`src/rtl/rv32e_pkg.sv`:
```
// Purpose: shared widths, constants and the fetch entry type for the rv32e front end.
// Latency: n/a (types and constants only).
// Backpressure: n/a.
package rv32e_pkg;

  localparam int XLEN = 32;
  localparam int ILEN = 32;

  localparam logic [XLEN-1:0] PC_STEP       = 32'd4;
  localparam logic [ILEN-1:0] RV_NOP        = 32'h0000_0013;  // addi x0, x0, 0
  localparam logic [XLEN-1:0] RESET_PC_DFLT = 32'h0000_0000;

  // One prefetched instruction together with the byte address it came from.
  typedef struct packed {
    logic [XLEN-1:0] pc;
    logic [ILEN-1:0] instr;
  } fetch_entry_t;

  // Instruction fetches are always word aligned; the low two address bits are dropped.
  function automatic logic [XLEN-1:0] word_align(input logic [XLEN-1:0] addr);
    return {addr[XLEN-1:2], 2'b00};
  endfunction

endpackage

```
`src/rtl/rv32e_fetch_fifo.sv`:
```
// Purpose: small circular prefetch buffer of fetch_entry_t between the ROM and decode.
// Latency: a pushed entry is visible at head on the cycle after the push edge.
// Backpressure: caller must not push when full unless popping the same cycle; flush wins.
//
// Ports:
//   clk, reset      clock, asynchronous active-high reset
//   flush           synchronous clear of pointers and count (drops all entries)
//   push, push_data write an entry at the tail
//   pop             advance the head (caller guarantees non-empty)
//   head            entry at the read pointer
//   count, full, empty  occupancy status
module rv32e_fetch_fifo
  import rv32e_pkg::*;
#(
  parameter  int DEPTH = 2,
  localparam int AW    = $clog2(DEPTH)
) (
  input  logic         clk,
  input  logic         reset,
  input  logic         flush,
  input  logic         push,
  input  fetch_entry_t push_data,
  input  logic         pop,
  output fetch_entry_t head,
  output logic [AW:0]  count,
  output logic         full,
  output logic         empty
);

  localparam logic [AW-1:0] PTR_ONE = AW'(1);
  localparam logic [AW:0]   CNT_ONE = (AW+1)'(1);
  localparam logic [AW:0]   CNT_MAX = (AW+1)'(DEPTH);

  fetch_entry_t mem_q [DEPTH];

  logic [AW-1:0] wr_ptr_q, wr_ptr_d;
  logic [AW-1:0] rd_ptr_q, rd_ptr_d;
  logic [AW:0]   count_q,  count_d;

  always_comb begin
    wr_ptr_d = wr_ptr_q;
    rd_ptr_d = rd_ptr_q;
    count_d  = count_q;
    if (flush) begin
      // A pop coinciding with a flush is consumed by the flush, so the count
      // goes straight to zero rather than being decremented.
      wr_ptr_d = '0;
      rd_ptr_d = '0;
      count_d  = '0;
    end else begin
      // DEPTH is a power of two, so the pointers wrap naturally.
      if (push) wr_ptr_d = wr_ptr_q + PTR_ONE;
      if (pop)  rd_ptr_d = rd_ptr_q + PTR_ONE;
      case ({push, pop})
        2'b10:   count_d = count_q + CNT_ONE;
        2'b01:   count_d = count_q - CNT_ONE;
        default: count_d = count_q;
      endcase
    end
  end

  always_ff @(posedge clk or posedge reset) begin
    if (reset) begin
      wr_ptr_q <= '0;
      rd_ptr_q <= '0;
      count_q  <= '0;
    end else begin
      wr_ptr_q <= wr_ptr_d;
      rd_ptr_q <= rd_ptr_d;
      count_q  <= count_d;
    end
  end

  // Storage needs no reset: it is only observed through head when count is non-zero.
  always_ff @(posedge clk) begin
    if (push && !flush) begin
      mem_q[wr_ptr_q] <= push_data;
    end
  end

  assign head  = mem_q[rd_ptr_q];
  assign count = count_q;
  assign full  = (count_q == CNT_MAX);
  assign empty = (count_q == '0);

endmodule

```
`src/rtl/rv32e_fetch_unit.sv`:
```
// Purpose: instruction-fetch front end; owns fetch PC, drives ROM address, buffers {pc, instr} for decode.
// Latency: ROM word at fetch_pc reaches instr/instr_valid one cycle later (empty buffer); redirect target two cycles after the pulse.
// Backpressure: instr_ready=0 stalls fetch once the prefetch buffer is full; 1 instr/cycle sustained with ready high.
//
// Ports:
//   clk, reset              clock, asynchronous active-high reset
//   mem_program_addr_bus    ROM byte address (= fetch PC, word aligned)
//   mem_program_data_bus    combinational ROM read data for that address
//   redirect_valid/_pc      one-cycle restart request from execute
//   instr_valid/instr/instr_pc/instr_ready   valid/ready handoff to decode
module rv32e_fetch_unit
  import rv32e_pkg::*;
#(
  parameter logic [XLEN-1:0] RESET_PC = RESET_PC_DFLT,
  parameter int              DEPTH    = 2
) (
  input  logic            clk,
  input  logic            reset,
  output logic [XLEN-1:0] mem_program_addr_bus,
  input  logic [ILEN-1:0] mem_program_data_bus,
  input  logic            redirect_valid,
  input  logic [XLEN-1:0] redirect_pc,
  output logic            instr_valid,
  output logic [ILEN-1:0] instr,
  output logic [XLEN-1:0] instr_pc,
  input  logic            instr_ready
);

  localparam int AW = $clog2(DEPTH);

  logic [XLEN-1:0] fetch_pc_q, fetch_pc_d;

  logic            push;
  logic            pop;
  fetch_entry_t    push_data;
  fetch_entry_t    fifo_head;
  logic [AW:0]     fifo_count;
  logic            fifo_full;
  logic            fifo_empty;

  assign instr_valid = (fifo_count != '0);
  assign pop         = instr_valid & instr_ready;

  // A full buffer can still accept a word when decode drains the head in the
  // same cycle, which is what keeps throughput at one per cycle.
  assign push        = !redirect_valid && (!fifo_full || pop);

  assign push_data.pc    = fetch_pc_q;
  assign push_data.instr = mem_program_data_bus;

  always_comb begin
    fetch_pc_d = fetch_pc_q;
    if (redirect_valid) begin
      fetch_pc_d = word_align(redirect_pc);
    end else if (push) begin
      fetch_pc_d = fetch_pc_q + PC_STEP;  // modulo 2^32, wraps silently
    end
  end

  always_ff @(posedge clk or posedge reset) begin
    if (reset) begin
      fetch_pc_q <= RESET_PC;
    end else begin
      fetch_pc_q <= fetch_pc_d;
    end
  end

  rv32e_fetch_fifo #(
    .DEPTH (DEPTH)
  ) u_fifo (
    .clk       (clk),
    .reset     (reset),
    .flush     (redirect_valid),
    .push      (push),
    .push_data (push_data),
    .pop       (pop),
    .head      (fifo_head),
    .count     (fifo_count),
    .full      (fifo_full),
    .empty     (fifo_empty)
  );

  assign mem_program_addr_bus = fetch_pc_q;

  // With nothing buffered, decode sees a NOP tagged with the address being fetched.
  assign instr    = fifo_empty ? RV_NOP     : fifo_head.instr;
  assign instr_pc = fifo_empty ? fetch_pc_q : fifo_head.pc;

endmodule

```
`config.mk`:
```
export PLATFORM = sky130hd
export DESIGN_NAME = rv32e_fetch_unit
export DESIGN_NICKNAME = d
export VERILOG_FILES = /design/src/rtl/rv32e_pkg.sv /design/src/rtl/rv32e_fetch_fifo.sv /design/src/rtl/rv32e_fetch_unit.sv
export SDC_FILE = /design/constraint.sdc
export NUM_CORES = 1
export LEC_CHECK = 0
export BUFFER_PORTS_ARGS = -buffer_cell sky130_fd_sc_hd__buf_2
export CAP_MARGIN = 20
export CORE_MARGIN = 2
export CORE_UTILIZATION = 48
export DETAILED_ROUTE_END_ITERATION = 10
export GPL_TIMING_DRIVEN = 0
export PLACE_DENSITY = 0.76
export SLEW_MARGIN = 10
export SYNTH_ARGS = -nofsm -noshare
export SYNTH_HDL_FRONTEND = slang
export SYNTH_SLANG_ARGS = --single-unit
```
`constraint.sdc`:
```
create_clock -name clk -period 5.3 [get_ports clk]
set_input_delay 0.265 -clock clk [delete_from_list [all_inputs] [get_ports clk]]
set_output_delay 0.265 -clock clk [all_outputs]
set_load 0.02 [all_outputs]
```
# Yosys cells after proc, flatten, opt, wreduce, memory -nomap -nowiden
# Memory sizes are Yosys's and may differ from the RTL's.
# Cells that the tools add are included.
[totals]
mem_count = 1
ff_bits = 36
wordCells = 36
out_inout_bits = 97
input_bits = 68
ram_bits = 128
[classes]
muxes = 12
n_bitwise = 1
n_eq_ne = 3
n_reduce_logical = 10
add_sub_neg = 5
[mem_list]
columns = ["name", "depth", "word_bits", "read_ports", "rd_ports_with_merged_regs", "write_ports", "line", "text"]
rows = [
  ["u_fifo.mem_q", 2, 64, 1, 0, 1, "rv32e_fetch_fifo.sv:34", "fetch_entry_t mem_q [DEPTH];"],
]
[op_table]
columns = ["operator", "count"]
rows = [
  ["$mux W32", 4],
  ["$add A32 B3 Y32 const B", 1],
  ["$mux W1", 6],
  ["$reduce_bool A2 Y1", 3],
  ["$eq A2 B2 Y1 const B", 2],
  ["$pmux W2 S2", 1],
  ["$reduce_bool A3 Y1", 1],
  ["$add A1 B1 Y1 const B", 2],
  ["$add A2 B1 Y2 const B", 1],
  ["$eq A2 B1 Y1 const B", 1],
  ["$logic_and A1 B1 Y1", 2],
  ["$logic_not A1 Y1", 2],
  ["$logic_not A2 Y1", 1],
  ["$mux W2", 1],
  ["$sub A2 B1 Y2 const B", 1],
  ["$and A1 B1 Y1", 1],
  ["$logic_or A1 B1 Y1", 1],
]

# Depth between registers and ports, before layout
# Gate-level depths: netlist (run 1).
[logic_depth]
depth_word = 7
depth_mapped = 5

# Modules after synthesis
# Synthesis (run 1) repeated with hierarchy kept, for this count alone.
[unflattened]
cells_unflattened = 519
hier_area_um2 = 7577.3
[by_module_without_submodules]
columns = ["mod", "n_inst", "area_per_inst_um2", "cells_each"]
rows = [
  ["rv32e_fetch_fifo", 1, 5042.3, 221],
  ["rv32e_fetch_unit", 1, 2534.9, 298],
]

# Worst setup path before layout (run 1)
# OpenSTA, ideal clock, no wires.
[synth_path]
path_type = "input -> register"
startpoint = "input redirect_valid"
endpoint = "memory u_fifo.mem_q[0][0] (netlist bit), enable pin"
arrival_ns = 4.958
path_buffers = 2
path_stages = 3
setup_time_ns = 0.558
setup_slack_ns = -0.216
cell_sequence = "clkbuf_1 clkbuf_1 nor3_1"
[synth_via]
elab_chain_cells = 5
[synth_rtl]
columns = ["element", "line", "text"]
rows = [
  ["start: declaration", "rv32e_fetch_unit.sv:21", "input logic redirect_valid,"],
  ["$logic_not A1 Y1 (*)", "rv32e_fetch_fifo.sv:76, rv32e_fetch_unit.sv:46", ""],
  ["$logic_and A1 B1 Y1", "rv32e_fetch_unit.sv:46", "assign push = !redirect_valid && (!fifo_full || pop);"],
  ["$logic_and A1 B1 Y1 (*)", "rv32e_fetch_fifo.sv:76", "if (push && !flush) begin"],
  ["$mux W1 (*)", "rv32e_fetch_fifo.sv:76", ""],
  ["$mux W1 (not written as such) (*)", "rv32e_fetch_fifo.sv:77", "mem_q[wr_ptr_q] <= push_data;"],
  ["end: declaration", "rv32e_fetch_fifo.sv:34", ""],
]
# Every way passes the cells marked *; elsewhere a longest branch is shown, timed or not.

# Worst setup path in the final report (run 1)
[layout_path]
startpoint = "register u_fifo.count_q[1] (netlist: u_fifo.count[1])"
endpoint = "output instr[24]"
[layout_via]
elab_chain_cells = 2
[layout_rtl]
columns = ["element", "line", "text"]
rows = [
  ["start: declaration", "rv32e_fetch_fifo.sv:38", "logic [AW:0] count_q, count_d;"],
  ["start signal: assignment", "rv32e_fetch_fifo.sv:70", "count_q <= count_d;"],
  ["$logic_not A2 Y1", "rv32e_fetch_fifo.sv:84", "assign empty = (count_q == '0);"],
  ["$mux W32", "rv32e_fetch_unit.sv:86", "assign instr = fifo_empty ? RV_NOP : fifo_head.instr;"],
  ["end: declaration", "rv32e_fetch_unit.sv:24", "output logic [ILEN-1:0] instr,"],
]
# No other way between the ends.

==> results of run 1 <==
[power groups by stage]
| stage | logic, mW | clock network [mW] | registers [mW] |
|---|---|---|---|
| floorplan | 0.373 | 0 | 1.57 |
| global placement | 0.605 | 0 | 1.55 |
| detailed placement | 0.636 | 0 | 1.56 |
| CTS | 0.639 | 1.24 | 1.53 |
| global route | 0.691 | 1.29 | 1.55 |
| finish | 0.632 | 1.22 | 1.53 |
[state kept, by name, indices dropped and copies added, names as in the netlist]
register	cells
mem_program_addr_bus	30
u_fifo.count	2
u_fifo.mem_q	124
u_fifo.rd_ptr_q	1
u_fifo.wr_ptr_q	1
[per-stage QoR]
step	worst slack [ns]	total power [mW]	cell area (sq um)
global placement	0.07323	2.160	7841
finish	2.305	3.387	8563
detailed placement	2.689	2.192	7953
CTS	2.219	3.414	8563
global route	2.077	3.523	8563
floorplan	1.724	1.939	6825
[worst min-delay path by stage]
stage | startpoint | depth (start not counted) | end
after global routing | mem_program_data_bus[31] | 1 | u_fifo.mem_q[1][31]
after CTS | mem_program_data_bus[31] | 1 | u_fifo.mem_q[1][31]
final | mem_program_data_bus[31] | 1 | u_fifo.mem_q[1][31]
after detailed placement | reset | 2 | mem_program_addr_bus[8]
after floorplan | mem_program_data_bus[0] | 0 | u_fifo.mem_q[0][0]
after global placement | mem_program_data_bus[26] | 1 | u_fifo.mem_q[0][26]
[metal layers]
metal	share of wire	GRT usage	vias up
met5	0	0	-
met4	0.021	0.08452	0
met3	0.080	0.05766	32
met2	0.49	0.3660	215
met1	0.41	0.2762	2424
li1	-	-	2331
[synthesized netlist by cell type (3+ instances only)]
cell / number / area (sq um)
nand2_1: 55 / 206.5
nand4_1: 7 / 43.79
nor3_1: 6 / 30.03
or4_1: 11 / 82.58
dfrtp_1: 34 / 850.8
nor2b_1: 3 / 18.77
or3_1: 3 / 18.77
and3_1: 6 / 37.54
clkbuf_1: 24 / 90.09
inv_1: 7 / 26.28
xor2_1: 5 / 43.79
a31oi_1: 13 / 81.33
edfxtp_1: 124 / 3724
nor2_1: 49 / 183.9
mux2i_1: 63 / 630.6
nor4_1: 3 / 18.77
and4_1: 6 / 52.55
xnor2_1: 9 / 78.83
nand3_1: 16 / 80.08
buf_4: 4 / 30.03
o21ai_0: 46 / 230.2
o31ai_1: 10 / 75.07
[worst reg2reg max path: stages, from the launching register on]
cell      delay, ns
dfrtp_1        0.41
or3b_2         0.24
clkbuf_1       0.39
nand2_1        0.37
or4_1          0.60
a31oi_1        0.19
[area by class of cell]
class | count | area, sq um | share of cell area
clock buffers | 21 | 460.4 | 0.05377
well taps | 180 | 225.2 | 0.02630
repair buffers | 164 | 900.9 | 0.1052
clock inverters | 11 | 140.1 | 0.01636
flip-flops and latches | 158 | 4574 | 0.5342
inverters | 7 | 26.28 | 0.003068
plain buffers | 30 | 135.1 | 0.01578
multi-input cells | 332 | 2101 | 0.2453
[logic make-up after synthesis]
family,Yosys count
compound gates,77
mux,64
other cells,1
fa+ha+maj,1
flops,158
buf+inv,37
xor+xnor,14
simple gates,172
[repair_timing]
| action | CTS | global route |
|---|---|---|
| endpoints found under the setup margin | 0 | 0 |
| hold buffers | 1 | 0 |
| setup buffers | 0 | 0 |
| endpoints found under the hold margin | 34 | 0 |
==> reports/metrics.yaml, run 1 <==
status:
  status: "finished, final reports clean"
power_and_ir_drop:
  combPwrFrac: 0.187
  p_per_area_nw_per_um2: 395.6
  p_leak_nw: 3.313
  p_seq_frac: 0.452
  switchingPower_mw: 0.9519
  p_int_mw: 2.435
  vdd_drop_max_v: 0.0002026
  pwr-share-clk: 0.361
  switching_share: 0.2810
timing:
  setup_viol: 0
  period_share: 0.5651
  clock.fmax_mhz: 333.9
  clock_skew_ns: 0.005938
  rsz0062_at_grt: "no"
  finalHoldViolCount: 0
  drv_slew: 0
  worstMarginPinSlew_ns: 1.086
  fin_crit_ns: 2.995
  finalSetupTns_ns: 0
  slew-limit-headroom: 0.2742
  hold_ws_ns: 0.03381
synthesis:
  syn_area_sq_um: 6809
  synth.yosys.seq_area_share: 0.6718
  async_flop_share: 0.2152
  synth_xor_area_frac: 0.01801
  synth.distinct_cells: 42
  synth_edf_count: 124
  synth_top_family_by_area: "simple AND/OR/NAND/NOR gates"
  syn_area_per_cell_sq_um: 12.99
  yosys.area_share.simple: 0.1233
  netlist_instances: 524
  ys_seq_elements: 158
  synth_compound_area_frac: 0.06652
  yosys_warnings: 0
  synthMuxAreaShare: 0.09427
  synth_ff_type: "edfxtp_1"
  synth-adder-area-share: 0.001838
setup_path:
  start_kind: "flop"
  reg2reg_depth: 5
  crit_arrival_ns: 2.73
  critPathMaxFanout: 10
  worstPathRequired_ns: 5.04
  slowest_stage: "nor2_1"
  critPathKind: "reg -> out"
  crit_family: "buffers and inverters"
  max_stage_delay_ns: 0.77
  timing.rr.start: "u_fifo.count[1]"
  crit_cells: 5
  ff2ff_setup_slack_ns: 3.02
  reg2reg_to: "mem_program_addr_bus[21]"
  crit_start: "u_fifo.count[1]"
  crit_end: "instr[24]"
  cp_num_buf_inv: 3
  path_cells: "nor2_1, clkbuf_1, clkbuf_1, nor2_1, buf_2"
  end_kind: "output port"
drt:
  drc: 0
  wl_um: 16300
  wl_per_cell_um: 18.06
  vias: 5002
  ant_nets: 0
  drt_iter0_drc: 447
  avgViaCountPerCell: 5.539
  drt_first_pass_iters: 5
die:
  start_util: 0.4905
  ios: 165
  die_area_sq_um: 15150
  num_rows: 43
  fp.coreArea_sq_um: 13880
  fp.dieW_um: 123.1
  die_h_um: 123.1
cts:
  tritoncts: "built"
  numCtsBuffers: 17
  clockBufferDepth: 2
  clock_latency_ns: 0.42
  cts_root_buf: "clkbuf_16"
  clk_pin_slew_worst_paths_ns: 0.06
  cts-resized-gates: 0
  cts.sinks: 158
  htree_levels: 4
flow_run:
  maxCapViolCount: 0
finish:
  fillerInstances: 1122
  final_cells: 903
  num-nets-final: 779
  areaGrowthSynthToFinish_pct: 25.76
  mostFrequentLayoutCell: "buf_2"
  drive_gt1_frac: 0.2808
  utilization: 0.6169
  antennaDiodeCount: 0
  layout_common_cells: "buf_2 (158), edfxtp_1 (124), mux2i_1 (63), nand2_1 (55), nor2_1 (49)"
placement:
  io_buffers: 158
  hpwl_um: 11380
  gp_congestion: 0.8685
  dp_cells: 870
global_route:
  grt_max_degree: 48
  grt_pass1_wl_um: 24960
  grt_pass1_vias: 4895
  overflow: 0
  antenna_found_initial: 0
  grtUsageTotal: 0.2198
min_path:
  min_path_type: "in -> reg"
Power figures use the tool's default switching activity.
==> run 2, diff against run 1 <==
Settings changed: CORE_UTILIZATION 48 to 52, PLACE_DENSITY 0.76 to 0.78.
Clock period 5.3 ns to 2.91 ns, I/O delays scaled along.
==> run 2 against run 1 <==
  * Cell count increased by 5.5%
  * Combinational power increased by 93%
  * First-iteration DRC count increased by 3.6%
  * Cell area increased by 5.8%
  * Via count increased by 3.7%
  * Total power increased by 77%
  * Die area decreased by 7.4%
  * Non-clock buffer count increased by 59
  * Global-route usage increased by 1.9 points
  * Clock power increased by 62%
  * Sequential power increased by 82%
==> reports/metrics.yaml, run 2 (same netlist as run 1, synthesis figures left out) <==
flow_run:
  maxCapViolCount: 0  # unchanged
setup_path:
  timing.rr.start: "u_fifo.count[0]"  # was u_fifo.count[1]
  crit_end: "instr[23]"  # was instr[24]
  reg2reg_to: "u_fifo.mem_q[0][8]"  # was mem_program_addr_bus[21]
  worstPathRequired_ns: 2.76  # was 5.04 ns
  crit_cells: 5  # unchanged
  end_kind: "output port"  # unchanged
  critPathMaxFanout: 10  # unchanged
  crit_family: "buffers and inverters"  # unchanged
  cp_num_buf_inv: 3  # unchanged
  crit_start: "u_fifo.count[1]"  # unchanged
  critPathKind: "reg -> out"  # unchanged
  max_stage_delay_ns: 0.65  # was 0.77 ns
  reg2reg_depth: 5  # unchanged
  ff2ff_setup_slack_ns: 0.58  # was 3.02 ns
  slowest_stage: "nor2_1"  # unchanged
  path_cells: "nor2_1, clkbuf_1, clkbuf_1, nor2_1, buf_2"  # unchanged
  crit_arrival_ns: 2.62  # was 2.73 ns
  start_kind: "flop"  # unchanged
power_and_ir_drop:
  p_seq_frac: 0.466  # was 0.452
  p_leak_nw: 3.540  # was 3.313 nW
  combPwrFrac: 0.203  # was 0.187
  p_int_mw: 4.255  # was 2.435 mW
  switchingPower_mw: 1.724  # was 0.9519 mW
  switching_share: 0.2884  # was 0.2810
  p_per_area_nw_per_um2: 659.9  # was 395.6 nW/um^2
  vdd_drop_max_v: 0.0005287  # was 0.0002026 V
  pwr-share-clk: 0.331  # was 0.361
  fin_total_pwr_mw: 5.979  # was 3.387 mW
die:
  die_area_sq_um: 14030  # was 15150 sq um
  start_util: 0.5352  # was 0.4905
  ios: 165  # unchanged
  fp.dieW_um: 118.4  # was 123.1 um
  die_h_um: 118.4  # was 123.1 um
  num_rows: 41  # was 43
  fp.coreArea_sq_um: 12720  # was 13880 sq um
finish:
  layout_common_cells: "buf_2 (158), edfxtp_1 (124), mux2i_1 (63), dlygate4sd3_1 (59), nand2_1 (55)"  # was buf_2 (158), edfxtp_1 (124), mux2i_1 (63), nand2_1 (55), nor2_1 (49)
  drive_gt1_frac: 0.2612  # was 0.2808
  mostFrequentLayoutCell: "buf_2"  # unchanged
  largest_reg_flops: 124  # unchanged
  areaGrowthSynthToFinish_pct: 33.08  # was 25.76%
  antennaDiodeCount: 0  # unchanged
  regMostFlops: "u_fifo.mem_q"  # unchanged
  num-nets-final: 838  # was 779
  utilization: 0.7122  # was 0.6169
  fin_area_sq_um: 9061  # was 8563 sq um
placement:
  hpwl_um: 10810  # was 11380 um
  gp_congestion: 0.8225  # was 0.8685
  io_buffers: 158  # unchanged
  dpl_cell_area_sq_um: 7941  # was 7953 sq um
  dp_slack_ns: 0.5643  # was 2.689 ns
drt:
  ant_nets: 0  # unchanged
  wl_um: 16460  # was 16300 um
  vias: 5186  # was 5002
  drc: 0  # unchanged
  drt_first_pass_iters: 5  # unchanged
  drt_iter0_drc: 463  # was 447
  avgViaCountPerCell: 5.442  # was 5.539
  wl_per_cell_um: 17.27  # was 18.06 um
timing:
  hold_ws_ns: 0.01374  # was 0.03381 ns
  slew-limit-headroom: 0.2947  # was 0.2742
  clock.fmax_mhz: 361.5
  finalHoldViolCount: 0  # unchanged
  fin_crit_ns: 2.766
  drv_slew: 0  # unchanged
  rsz0062_at_grt: "no"  # unchanged
  clock_skew_ns: 0.004433  # was 0.005938 ns
  worstMarginPinSlew_ns: 1.056  # was 1.086 ns
  setup_slack_ns: 0.1439  # was 2.305 ns
  setup_viol: 0  # unchanged
  period_share: 0.9506
cts:
  numCtsBuffers: 17  # unchanged
  clk_pin_slew_worst_paths_ns: 0.06  # about the same
  cts_root_buf: "clkbuf_16"  # unchanged
  cts.sinks: 158  # unchanged
  clockBufferDepth: 2  # unchanged
  tritoncts: "built"  # unchanged
  clock_latency_ns: 0.42  # about the same
  htree_levels: 4  # unchanged
global_route:
  antenna_found_initial: 0  # unchanged
  grt_pass1_vias: 5063  # was 4895
  overflow: 0  # unchanged
  grt_max_degree: 49  # was 48
  grt_pass1_wl_um: 26000  # was 24960 um
  grtUsageTotal: 0.2391  # was 0.2198
min_path:
  hold_path.startpoint: "redirect_pc[28]"  # was mem_program_data_bus[31]
  min_path_type: "in -> reg"  # unchanged
status:
  status: "finished, final reports clean"  # unchanged
-- run 2: changes by cell type in the layout (fill, tap and decap cells not counted), sizes merged --
cell         delta
dlygate4sd3    +58
clkinvlp        -3
inv             +1
clkinv          +6
buf             +1
clkbuf          -3
bufinv          -2
-- run 2: worst min path at each step --
stage          cells past startpoint                       end  slack, ns
2_1_floorplan                      0        u_fifo.mem_q[0][0]       0.24
3_3_place_gp                       1       u_fifo.mem_q[0][27]       0.33
3_5_place_dp                       2   mem_program_addr_bus[2]       0.31
4_1_cts                            3  mem_program_addr_bus[28]     0.0009
5_1_grt                            3  mem_program_addr_bus[28]     0.0004
6_report                           3  mem_program_addr_bus[28]       0.01
-- run 2: what timing repair did --
action	in CTS	in global routing
hold buffers	59	0
hold endpoints to repair	124	0
resized for setup	0	0
buffers inserted	0	0
-- run 2: cell type report --
type | count | area (sq um)
plain buffers | 30 | 135.1
well taps | 172 | 215.2
clock inverters | 13 | 100.1
inverters | 7 | 26.28
repair buffers | 223 | 1480
fillers | 914 | 3661
clock buffers | 18 | 429.2
multi-input cells | 332 | 2101
flip-flops and latches | 158 | 4574
-- run 2: per-stage QoR --
stage / setup TNS [ns] / instances
2_1_floorplan: 0 / 527
6_report: 0 / 953
5_1_grt: 0 / 953
4_1_cts: 0 / 953
3_3_place_gp: -97.73 / 857
3_5_place_dp: 0 / 863
-- run 2: worst register-to-register path, cell delays in order, from the launching register on --
cell and delay [ns]:
dfrtp_1 0.42, nor3b_1 0.88, nor3_4 0.24, buf_8 0.24, buf_6 0.16, buf_8 0.15
-- run 2: routing by layer --
metal	vias up	track usage	share of wire
met3	30	0.06660	0.066
li1	2447	-	-
met2	208	0.3941	0.50
met5	-	0	0
met4	0	0.09449	0.020
met1	2501	0.3005	0.42
-- run 2: power groups by stage --
| stage | Sequential, mW | Clock (mW) | Combinational, mW |
|---|---|---|---|
| 2_1_floorplan | 2.85 | 0 | 0.681 |
| 3_3_place_gp | 2.83 | 0 | 1.10 |
| 3_5_place_dp | 2.83 | 0 | 1.15 |
| 4_1_cts | 2.78 | 2.01 | 1.21 |
| 5_1_grt | 2.81 | 2.12 | 1.31 |
| 6_report | 2.79 | 1.98 | 1.22 |
